==> src/rtl/board_input_conditioner_if.sv <==
// board_input_conditioner_if: raw board pins in, conditioned levels and edge pulses out.
interface board_input_conditioner_if #(
  parameter int w_key = 2,
  parameter int w_sw  = 3
);
  logic [w_key-1:0] key_raw, key, key_press, key_release;
  logic [w_sw-1:0]  sw_raw, sw, sw_change;
  logic             long_rst;
  modport master (output key_raw, sw_raw, input key, sw, key_press, key_release, sw_change, long_rst);
  modport slave  (input key_raw, sw_raw, output key, sw, key_press, key_release, sw_change, long_rst);
endinterface

==> src/rtl/board_input_conditioner.sv <==
// board_input_conditioner: polarity-normalise, synchronise and debounce board keys/switches,
// derive one-cycle edge pulses and a long-press reset request from the last key.
module board_input_conditioner #(
  parameter int w_key       = 2,
  parameter int w_sw        = 3,
  parameter int key_act_low = 1,
  parameter int sw_act_low  = 1,
  parameter int db_cycles   = 270000,
  parameter int hold_cycles = 27000000
) (
  input logic clk,
  input logic rst,
  board_input_conditioner_if.slave bus
);
  localparam int w  = w_key + w_sw;
  localparam int cw = $clog2(db_cycles + 1);
  localparam int hw = $clog2(hold_cycles + 1);
  localparam logic [cw-1:0] db_last  = cw'(db_cycles - 1);
  localparam logic [hw-1:0] hold_max = hw'(hold_cycles);
  logic [w-1:0]          n, s1_q, s_q, lvl_q, lvl_d, chg_q, chg_d;
  logic [w-1:0][cw-1:0]  cnt_q, cnt_d;
  logic [hw-1:0]         hcnt_q, hcnt_d;
  logic                  lrst_q, lrst_d, hold_key;
  // keys occupy the low bits, switches the high bits, all active-high from here on
  assign n = {bus.sw_raw ^ {w_sw{sw_act_low != 0}}, bus.key_raw ^ {w_key{key_act_low != 0}}};
  always_comb begin
    for (int i = 0; i < w; i++) chg_d[i] = s_q[i] != lvl_q[i] && cnt_q[i] == db_last;
  end
  always_comb begin
    for (int i = 0; i < w; i++) begin
      cnt_d[i] = (s_q[i] == lvl_q[i] || chg_d[i]) ? '0 : cnt_q[i] + cw'(1);
      lvl_d[i] = chg_d[i] ? s_q[i] : lvl_q[i];
    end
  end
  assign hold_key = lvl_q[w_key-1];
  always_comb begin
    hcnt_d = !hold_key ? '0 : hcnt_q == hold_max ? hcnt_q : hcnt_q + hw'(1);
    lrst_d = hold_key && hcnt_q == hold_max;
  end
  always_ff @(posedge clk or posedge rst) begin
    if (rst) begin
      s1_q   <= '0;
      s_q    <= '0;
      lvl_q  <= '0;
      chg_q  <= '0;
      cnt_q  <= '0;
      hcnt_q <= '0;
      lrst_q <= 1'b0;
    end else begin
      s1_q   <= n;
      s_q    <= s1_q;
      lvl_q  <= lvl_d;
      chg_q  <= chg_d;
      cnt_q  <= cnt_d;
      hcnt_q <= hcnt_d;
      lrst_q <= lrst_d;
    end
  end
  // pulses come from the change flag registered alongside the new level
  assign bus.key         = lvl_q[w_key-1:0];
  assign bus.sw          = lvl_q[w-1:w_key];
  assign bus.key_press   = chg_q[w_key-1:0] & lvl_q[w_key-1:0];
  assign bus.key_release = chg_q[w_key-1:0] & ~lvl_q[w_key-1:0];
  assign bus.sw_change   = chg_q[w-1:w_key];
  assign bus.long_rst    = lrst_q;
endmodule

==> src/flat_wrapper.sv <==
// flat-port wrapper written by rule: the top's interface ports become plain ports
module board_input_conditioner_flat 
#(
  parameter int w_key       = 2,
  parameter int w_sw        = 3,
  parameter int key_act_low = 1,
  parameter int sw_act_low  = 1,
  parameter int db_cycles   = 270000,
  parameter int hold_cycles = 27000000
)
  (clk, rst, bus_key_raw, bus_sw_raw, bus_key, bus_sw, bus_key_press, bus_key_release, bus_sw_change, bus_long_rst);
  board_input_conditioner_if #(.w_key(w_key), .w_sw(w_sw)) bus_i ();
  input logic clk;
  input logic rst;
  input wire logic [$bits(bus_i.key_raw)-1:0] bus_key_raw;
  input wire logic [$bits(bus_i.sw_raw)-1:0] bus_sw_raw;
  output wire logic [$bits(bus_i.key)-1:0] bus_key;
  output wire logic [$bits(bus_i.sw)-1:0] bus_sw;
  output wire logic [$bits(bus_i.key_press)-1:0] bus_key_press;
  output wire logic [$bits(bus_i.key_release)-1:0] bus_key_release;
  output wire logic [$bits(bus_i.sw_change)-1:0] bus_sw_change;
  output wire logic [$bits(bus_i.long_rst)-1:0] bus_long_rst;
  assign bus_i.key_raw = bus_key_raw;
  assign bus_i.sw_raw = bus_sw_raw;
  assign bus_key = bus_i.key;
  assign bus_sw = bus_i.sw;
  assign bus_key_press = bus_i.key_press;
  assign bus_key_release = bus_i.key_release;
  assign bus_sw_change = bus_i.sw_change;
  assign bus_long_rst = bus_i.long_rst;
  board_input_conditioner #(.w_key(w_key), .w_sw(w_sw), .key_act_low(key_act_low), .sw_act_low(sw_act_low), .db_cycles(db_cycles), .hold_cycles(hold_cycles)) u_core (.clk(clk), .rst(rst), .bus(bus_i));
endmodule
==> config.mk <==
export PLATFORM = sky130hd
export DESIGN_NAME = board_input_conditioner_flat
export DESIGN_NICKNAME = d
export VERILOG_FILES = /design/src/rtl/board_input_conditioner_if.sv /design/src/rtl/board_input_conditioner.sv /design/src/flat_wrapper.sv
export SDC_FILE = /design/constraint.sdc
export NUM_CORES = 1
export LEC_CHECK = 0
export BUFFER_PORTS_ARGS = -buffer_cell sky130_fd_sc_hd__buf_2
export CAP_MARGIN = 30
export CORE_AREA = 2 2 140 142
export DETAILED_ROUTE_END_ITERATION = 8
export DIE_AREA = 0 0 142 144
export PLACE_DENSITY = 0.48
export SLEW_MARGIN = 40
export SYNTH_ARGS = -nofsm -noshare
export SYNTH_HDL_FRONTEND = slang
export SYNTH_SLANG_ARGS = --single-unit
==> constraint.sdc <==
create_clock -name clk -period 5.3 [get_ports clk]
set_input_delay 0.53 -clock clk [delete_from_list [all_inputs] [get_ports clk]]
set_output_delay 0.53 -clock clk [all_outputs]
set_load 0.02 [all_outputs]
==> results of run 1 <==
worst max-delay path: cells and delay by family (launching register included):
family / cells / cell delay, ps
compound gates: 2 / 680
fa+ha+maj: 1 / 210
buf+inv: 1 / 230
flops: 1 / 390
simple gates: 2 / 500
final cells by class:
class / count / share of cell area [%]
inverter: 23 / 1.193
sequential: 141 / 44.87
clock inverter: 7 / 1.750
clock buffer: 23 / 5.951
multi-input combinational: 502 / 40.57
tap: 238 / 3.787
timing repair buffer: 25 / 1.877
layer usage:
layer | wire [µm] | part of all wire (%) | vias up
li1 | - | - | 2491
met2 | 6423 | 48 | 57
met3 | 362 | 2.7 | 10
met4 | 156 | 1.2 | 0
met5 | 0 | 0 | -
met1 | 6489 | 48 | 2484
sequential cells by signal, summed over array words and instances (netlist names):
| name | count |
|---|---|
| u_core.s_q | 5 |
| u_core.lvl_q | 5 |
| u_core.chg_q | 5 |
| u_core.cnt_q | 95 |
| u_core.s1_q | 5 |
| u_core.hcnt_q | 25 |
| u_core.bus.long_rst | 1 |
layout by cell type, fill, tap and decap left out, types with 3 or more instances in the layout:
| cell | instances |
|---|---|
| nor4b_1 | 4 |
| xnor2_1 | 42 |
| ha_1 | 7 |
| or4_1 | 9 |
| dfrtp_1 | 141 |
| buf_2 | 19 |
| bufinv_16 | 4 |
| nand3_1 | 47 |
| nor3_1 | 15 |
| xor2_1 | 47 |
| mux2_2 | 5 |
| nand2b_1 | 5 |
| a21oi_1 | 19 |
| o41ai_4 | 4 |
| nor2b_1 | 3 |
| nor2_1 | 106 |
| buf_4 | 4 |
| and4_1 | 16 |
| clkbuf_1 | 4 |
| clkbuf_16 | 17 |
| mux2i_1 | 8 |
| and3_1 | 3 |
| nand4_1 | 42 |
| nand3b_1 | 4 |
| nor4_1 | 28 |
| nand2_1 | 33 |
| a31oi_1 | 3 |
| inv_1 | 22 |
| o21ai_0 | 12 |
| nor3b_1 | 3 |
| o31ai_1 | 6 |
| or3_1 | 15 |
| and2_1 | 8 |
power groups by stage:
stage,sequential [mW],clock (mW),combinational (mW)
after floorplan,1.12,0,0.0470
after global placement,1.12,0,0.0610
after global routing,1.11,1.32,0.0736
after CTS,1.10,1.27,0.0652
after detailed placement,1.12,0,0.0648
final,1.10,1.23,0.0618
final timing paths:
path	startpoint	endpoint	slack (ps)	cells after the start
worst max-delay path	u_core.cnt_q[38]$_DFF_PP0_	u_core.cnt_q[56]$_DFF_PP0_	3160	6
worst min-delay path	rst	u_core.s_q[2]$_DFF_PP0_	210	2
worst max register to register	u_core.cnt_q[38]$_DFF_PP0_	u_core.cnt_q[56]$_DFF_PP0_	3160	6
worst min register to register	u_core.s1_q[4]$_DFF_PP0_	u_core.s_q[4]$_DFF_PP0_	350	0
max in group asynchronous	rst	u_core.cnt_q[26]$_DFF_PP0_	3960	3
min in group clk	bus_sw_raw[2]	u_core.s1_q[4]$_DFF_PP0_	250	2
cells by family (layout without fill, tap and decap cells):
| kind of cell | Yosys count | count (layout) | synth area share [%] |
|---|---|---|---|
| simple gates | 348 | 348 | 26.74 |
| flops | 141 | 141 | 50.98 |
| xor+xnor | 89 | 89 | 11.26 |
| compound gates | 45 | 45 | 4.863 |
| buf+inv | 45 | 78 | 2.928 |
| mux | 13 | 13 | 1.970 |
| fa+ha+maj | 7 | 7 | 1.265 |
per-stage QoR:
stage          instances  power [mW]  setup WS [ps]  hold WS (ps)
6_report             959       2.397           3159         211.7
5_1_grt              959       2.498           2908         230.6
4_1_cts              959       2.440           3101         228.2
3_5_place_dp         929       1.188           3128         337.3
3_3_place_gp         925       1.183           3018         333.1
2_1_floorplan        688       1.166          988.8         331.2
==> out/qor.yml, run 1 <==
outcome:
  outcome: "finished clean"
global_route:
  grtUsageMet2_pct: 23.80
  busiest_layer: "met2"
  grt_max_degree: 90
  antenna_found_initial: 0
  grt_pass1_wl_um: 23720
  use_met1_pct: 18.09
  track_usage_pct: 14.26
  gr-total-overflow: 0
  grt_pass1_vias: 5044
  use_met3_pct: 3.311
worst_setup_path:
  end_kind: "register"
  arrival_ps: 2430
  crit_path_max_incr_delay_ps: 630
  worstPathMaxFanout: 11
  critPathLaunchType: "register"
  worstPathRequired_ps: 5590
  crit_chain: "ha_1, and4_1, nand2_1, o41ai_4, buf_6, a21oi_1"
  worst_path_max_delay_cell: "o41ai_4"
  criticalPathCategory: "register to register"
clocking:
  cts-hold-fix-buffers: 0
  cts_tree: "built"
  clkSinkCount: 141
  cts_max_level: 4
  clockBufferDepth: 2
  clk_latency_ps: 410
  clockRootBuffer: "clkbuf_16"
  clkTransAtPathRegs_ps: 60
  numCtsBuffers: 17
  post_cts_resized: 0
  cts_setup_buffers: 0
die:
  die_w_um: 142
  floorplan.initialDensity_pct: 36.28
  die_h_um: 144
  row_count: 51
  ios: 20
  dieArea_mm2: 0.02045
  core_area_mm2: 0.01908
cells_and_area:
  multi_input_area_mm2: 0.003191
  diodes: 0
  nets: 724
  n_fill_cell: 1832
  drive_above_1_share_pct: 9.154
  ff_latch_area_mm2: 0.003528
  final_util_pct: 41.22
  fin_area_mm2: 0.007864
  area_growth_pct: 13.61
placement:
  gp_congestion: 0.8031
  place_area_mm2: 0.007256
  dpl.hpwl_um: 9082
  portBuffers: 19
synth:
  synthTopCellsByArea: "dfrtp_1, xor2_1, nor2_1, xnor2_1, nand4_1"
  seq_area_frac_synth_pct: 50.98
  ys.warnings.count: 0
  synth_nets: 702
  synth.cell_area_mm2: 0.006922
  synth_common_cells: "dfrtp_1, nor2_1, nand3_1, xor2_1"
  syn_inst: 688
  synth_top_area_share_pct: 50.98
  synth_edf_count: 0
  yosysTopAreaCell: "dfrtp_1"
  synth.distinct_cells: 38
  yosys.cell_count.top_type: "dfrtp_1"
  synthArstFlopShare_pct: 100.0
  ys_ff_latch: 141
  synth_top_flop_cell: "dfrtp_1"
  avgSynthCellArea_um2: 10.06
routing:
  vias: 5042
  first_pass_iters: 5
  drtIter0Drc: 272
  wl_per_cell_um: 14.01
  wirelength_um: 13430
  drc: 0
  ant_nets: 0
  viasPerCell: 5.258
job:
  drv_cap: 0
timing:
  setup_violations: 0
  rsz0062_at_grt: "false"
  slew_headroom_pct: 51.25
  finalCritPeriodShare_pct: 40.39
  drv_slew: 0
  tightest_slew_ps: 730.5
  final.setup_skew_ps: 7.740
  fin_tns_setup_ps: 0
  max_freq_mhz: 467.2
  finalHoldViolations: 0
  post-route-min-period_ps: 2141
pwr:
  share_comb_of_total_power_pct: 2.6
  switchingPower_mw: 0.4828
  powerDensity_mw_per_mm2: 304.9
  p_sw_share_pct: 20.14
  ir_drop_v: 0.0001832
  power_frac_seq_pct: 46.1
  p_leak_nw: 3.225
  p_int_mw: 1.915
  clock_power_share_pct: 51.4
min_path:
  worstHoldPathType: "input port to asynchronous set/reset pin"
Note: power is estimated with default switching activity, not from simulation.
==> inputs of run 2 (changes only) <==
==> constraint.sdc (replaced) <==
create_clock -name clk -period 2.05 [get_ports clk]
set_input_delay 0.205 -clock clk [delete_from_list [all_inputs] [get_ports clk]]
set_output_delay 0.205 -clock clk [all_outputs]
set_load 0.02 [all_outputs]
==> out/qor.yml, run 2 (synthesis results as in run 1) <==
cells_and_area:
  nets: 756  # was 724
  fin_area_mm2: 0.008173  # was 0.007864 mm²
  n_fill_cell: 1831  # was 1832
  mostFrequentLayoutCells: "dfrtp_1, nor2_1, nand3_1, xor2_1"  # unchanged
  final_cells: 992  # was 959
  reg_top3: "u_core.cnt_q x95, u_core.hcnt_q x25"  # unchanged
  diodes: 0  # unchanged
  final_util_pct: 42.84  # was 41.22%
  area_growth_pct: 18.08  # was 13.61%
  drive_above_1_share_pct: 13.40  # was 9.154%
  regMostFlops: "u_core.cnt_q"  # unchanged
  layout_commonest_cell: "dfrtp_1"  # unchanged
  largest_register_ff_count: 95  # unchanged
routing:
  viasPerCell: 5.173  # was 5.258
  vias: 5132  # was 5042
  ant_nets: 0  # unchanged
  drc: 0  # unchanged
  first_pass_iters: 4  # was 5
  wl_per_cell_um: 13.72  # was 14.01 µm
  drtIter0Drc: 325  # was 272
  wirelength_um: 13610  # was 13430 µm
worst_setup_path:
  arrival_ps: 2250  # was 2430 ps
  r2r-end: "u_core.cnt_q[73]$_DFF_PP0_"  # was u_core.cnt_q[56]$_DFF_PP0_
  cp_num_buf_inv: 0  # was 1
  crit_chain: "ha_1, nand4_1, or4_4, or3_1, a21oi_1"  # was ha_1, and4_1, nand2_1, o41ai_4, buf_6, a21oi_1
  worst-r2r-setup-slack_ps: 130  # was 3160 ps
  critPathLaunchType: "register"  # unchanged
  cp-endpoint: "u_core.cnt_q[73]$_DFF_PP0_"  # was u_core.cnt_q[56]$_DFF_PP0_
  worstPathRequired_ps: 2390  # was 5590 ps
  criticalPathCategory: "register to register"  # unchanged
  worstPathMaxFanout: 5  # was 11
  worst_path_max_delay_cell: "or4_4"  # was o41ai_4
  cpLargestDelayFamily: "simple AND/OR/NAND/NOR gates"  # was compound AO/OA/AOI/OAI gates
  end_kind: "register"  # unchanged
  cp.depth: 5  # was 6
  worstReg2RegStart: "u_core.cnt_q[57]$_DFF_PP0_"  # was u_core.cnt_q[38]$_DFF_PP0_
  critical_path.startpoint: "u_core.cnt_q[57]$_DFF_PP0_"  # was u_core.cnt_q[38]$_DFF_PP0_
  crit_path_max_incr_delay_ps: 570  # was 630 ps
  r2r_cells: 5  # was 6
timing:
  setup_violations: 0  # unchanged
  final.setup_skew_ps: 7.328  # was 7.740 ps
  worst_slack_ps: 134.6  # was 3159 ps
  drv_slew: 0  # unchanged
  hold_ws_ps: 350.3  # was 211.7 ps
  post-route-min-period_ps: 1915  # was 2141 ps
  max_freq_mhz: 522.1  # was 467.2 MHz
  finalCritPeriodShare_pct: 93.44  # was 40.39%
  tightest_slew_ps: 721.2  # was 730.5 ps
  finalHoldViolations: 0  # unchanged
  fin_tns_setup_ps: 0  # unchanged
  slew_headroom_pct: 51.86  # was 51.25%
  rsz0062_at_grt: "false"  # unchanged
global_route:
  antenna_found_initial: 0  # unchanged
  grt_pass1_vias: 5396  # was 5044
  track_usage_pct: 14.83  # was 14.26%
  grt_max_degree: 43  # was 90
  grt_pass1_wl_um: 24720  # was 23720 µm
  gr-total-overflow: 0  # unchanged
min_path:
  worstHoldPathType: "register to register"  # was input port to asynchronous set/reset pin
  hold-path-cell-count: 0
  hold_start: "u_core.s1_q[0]$_DFF_PP0_"
placement:
  dpl.hpwl_um: 9536  # was 9082 µm
  dp.cells: 955  # was 929
  gp_congestion: 0.7934  # was 0.8031
  place_area_mm2: 0.007480  # was 0.007256 mm²
  dp_slack_ps: 91.43  # was 3128 ps
  portBuffers: 19  # unchanged
pwr:
  share_comb_of_total_power_pct: 3.1  # was 2.6%
  ir_drop_v: 0.0005753  # was 0.0001832 V
  power_frac_seq_pct: 45.9  # was 46.1%
  powerDensity_mw_per_mm2: 761.1  # was 304.9 mW/mm²
  p_sw_share_pct: 20.59  # was 20.14%
  switchingPower_mw: 1.281  # was 0.4828 mW
  power_mw: 6.220  # was 2.397 mW
  p_int_mw: 4.939  # was 1.915 mW
  p_leak_nw: 3.376  # was 3.225 nW
  clock_power_share_pct: 51.1  # was 51.4%
clocking:
  cts_max_level: 4  # unchanged
  clkSinkCount: 141  # unchanged
  cts_tree: "built"  # unchanged
  clkTransAtPathRegs_ps: 60  # about the same
  clockBufferDepth: 2  # unchanged
  clk_latency_ps: 420  # was 410 ps
  numCtsBuffers: 17  # unchanged
  clockRootBuffer: "clkbuf_16"  # unchanged
die:
  row_count: 51  # unchanged
  ios: 20  # unchanged
  die_w_um: 142  # unchanged
  die_h_um: 144  # unchanged
  dieArea_mm2: 0.02045  # unchanged
  core_area_mm2: 0.01908  # unchanged
  floorplan.initialDensity_pct: 36.28  # unchanged
job:
  drv_cap: 0  # unchanged
outcome:
  outcome: "finished clean"  # unchanged
==> run 2: cell count changes in the layout (fill, tap and decap cells not counted), moves of 2 or more <==
cell           delta
clkinvlp_4        +4
buf_4            +25
clkbuf_1          -3
nor4_1            -2
buf_12            +3
buf_6             -2
dlygate4sd3_1     +6
nor4_2            +2
clkinv_2          +2
==> run 2: power groups by stage <==
stage                     Combinational (mW)  Sequential (mW)  Clock (mW)
after floorplan                        0.122             2.89           0
after detailed placement               0.190             2.90           0
after CTS                              0.199             2.85        3.28
final                                  0.191             2.85        3.18
after global routing                   0.222             2.86        3.44
after global placement                 0.187             2.90           0
==> run 2: metal layers <==
layer,track usage (%),share of wire [%],vias to the layer above
met5,0,0,-
met4,5.684,1.1,0
met3,3.642,2.9,11
met2,24.69,48,65
met1,18.71,48,2502
li1,-,-,2554
==> run 2: how the worst min path moves through the flow <==
stage               slack, ps                          end
finish                    350      u_core.s_q[0]$_DFF_PP0_
global route              370      u_core.s_q[4]$_DFF_PP0_
CTS                       350      u_core.s_q[0]$_DFF_PP0_
detailed placement        300   u_core.cnt_q[17]$_DFF_PP0_
global placement          290  u_core.lvl_q[0]$_DFFE_PP0P_
floorplan                 260     u_core.s1_q[0]$_DFF_PP0_
==> run 2: repair_timing <==
action / in CTS / in global routing
setup endpoints to repair: 0 / 5
hold buffers: 6 / 0
hold endpoints to repair: 23 / 0
setup buffers: 0 / 0
resized for setup: 0 / 5
==> run 2: cell type report <==
type / count / area, µm² / share of cell area (%)
multi-input combinational: 502 / 3209 / 39.27
tap: 238 / 297.8 / 3.644
sequential: 141 / 3530 / 43.19
timing repair buffer: 57 / 432.9 / 5.297
inverter: 23 / 90.09 / 1.102
clock inverter: 12 / 170.2 / 2.082
clock buffer: 19 / 442.9 / 5.419
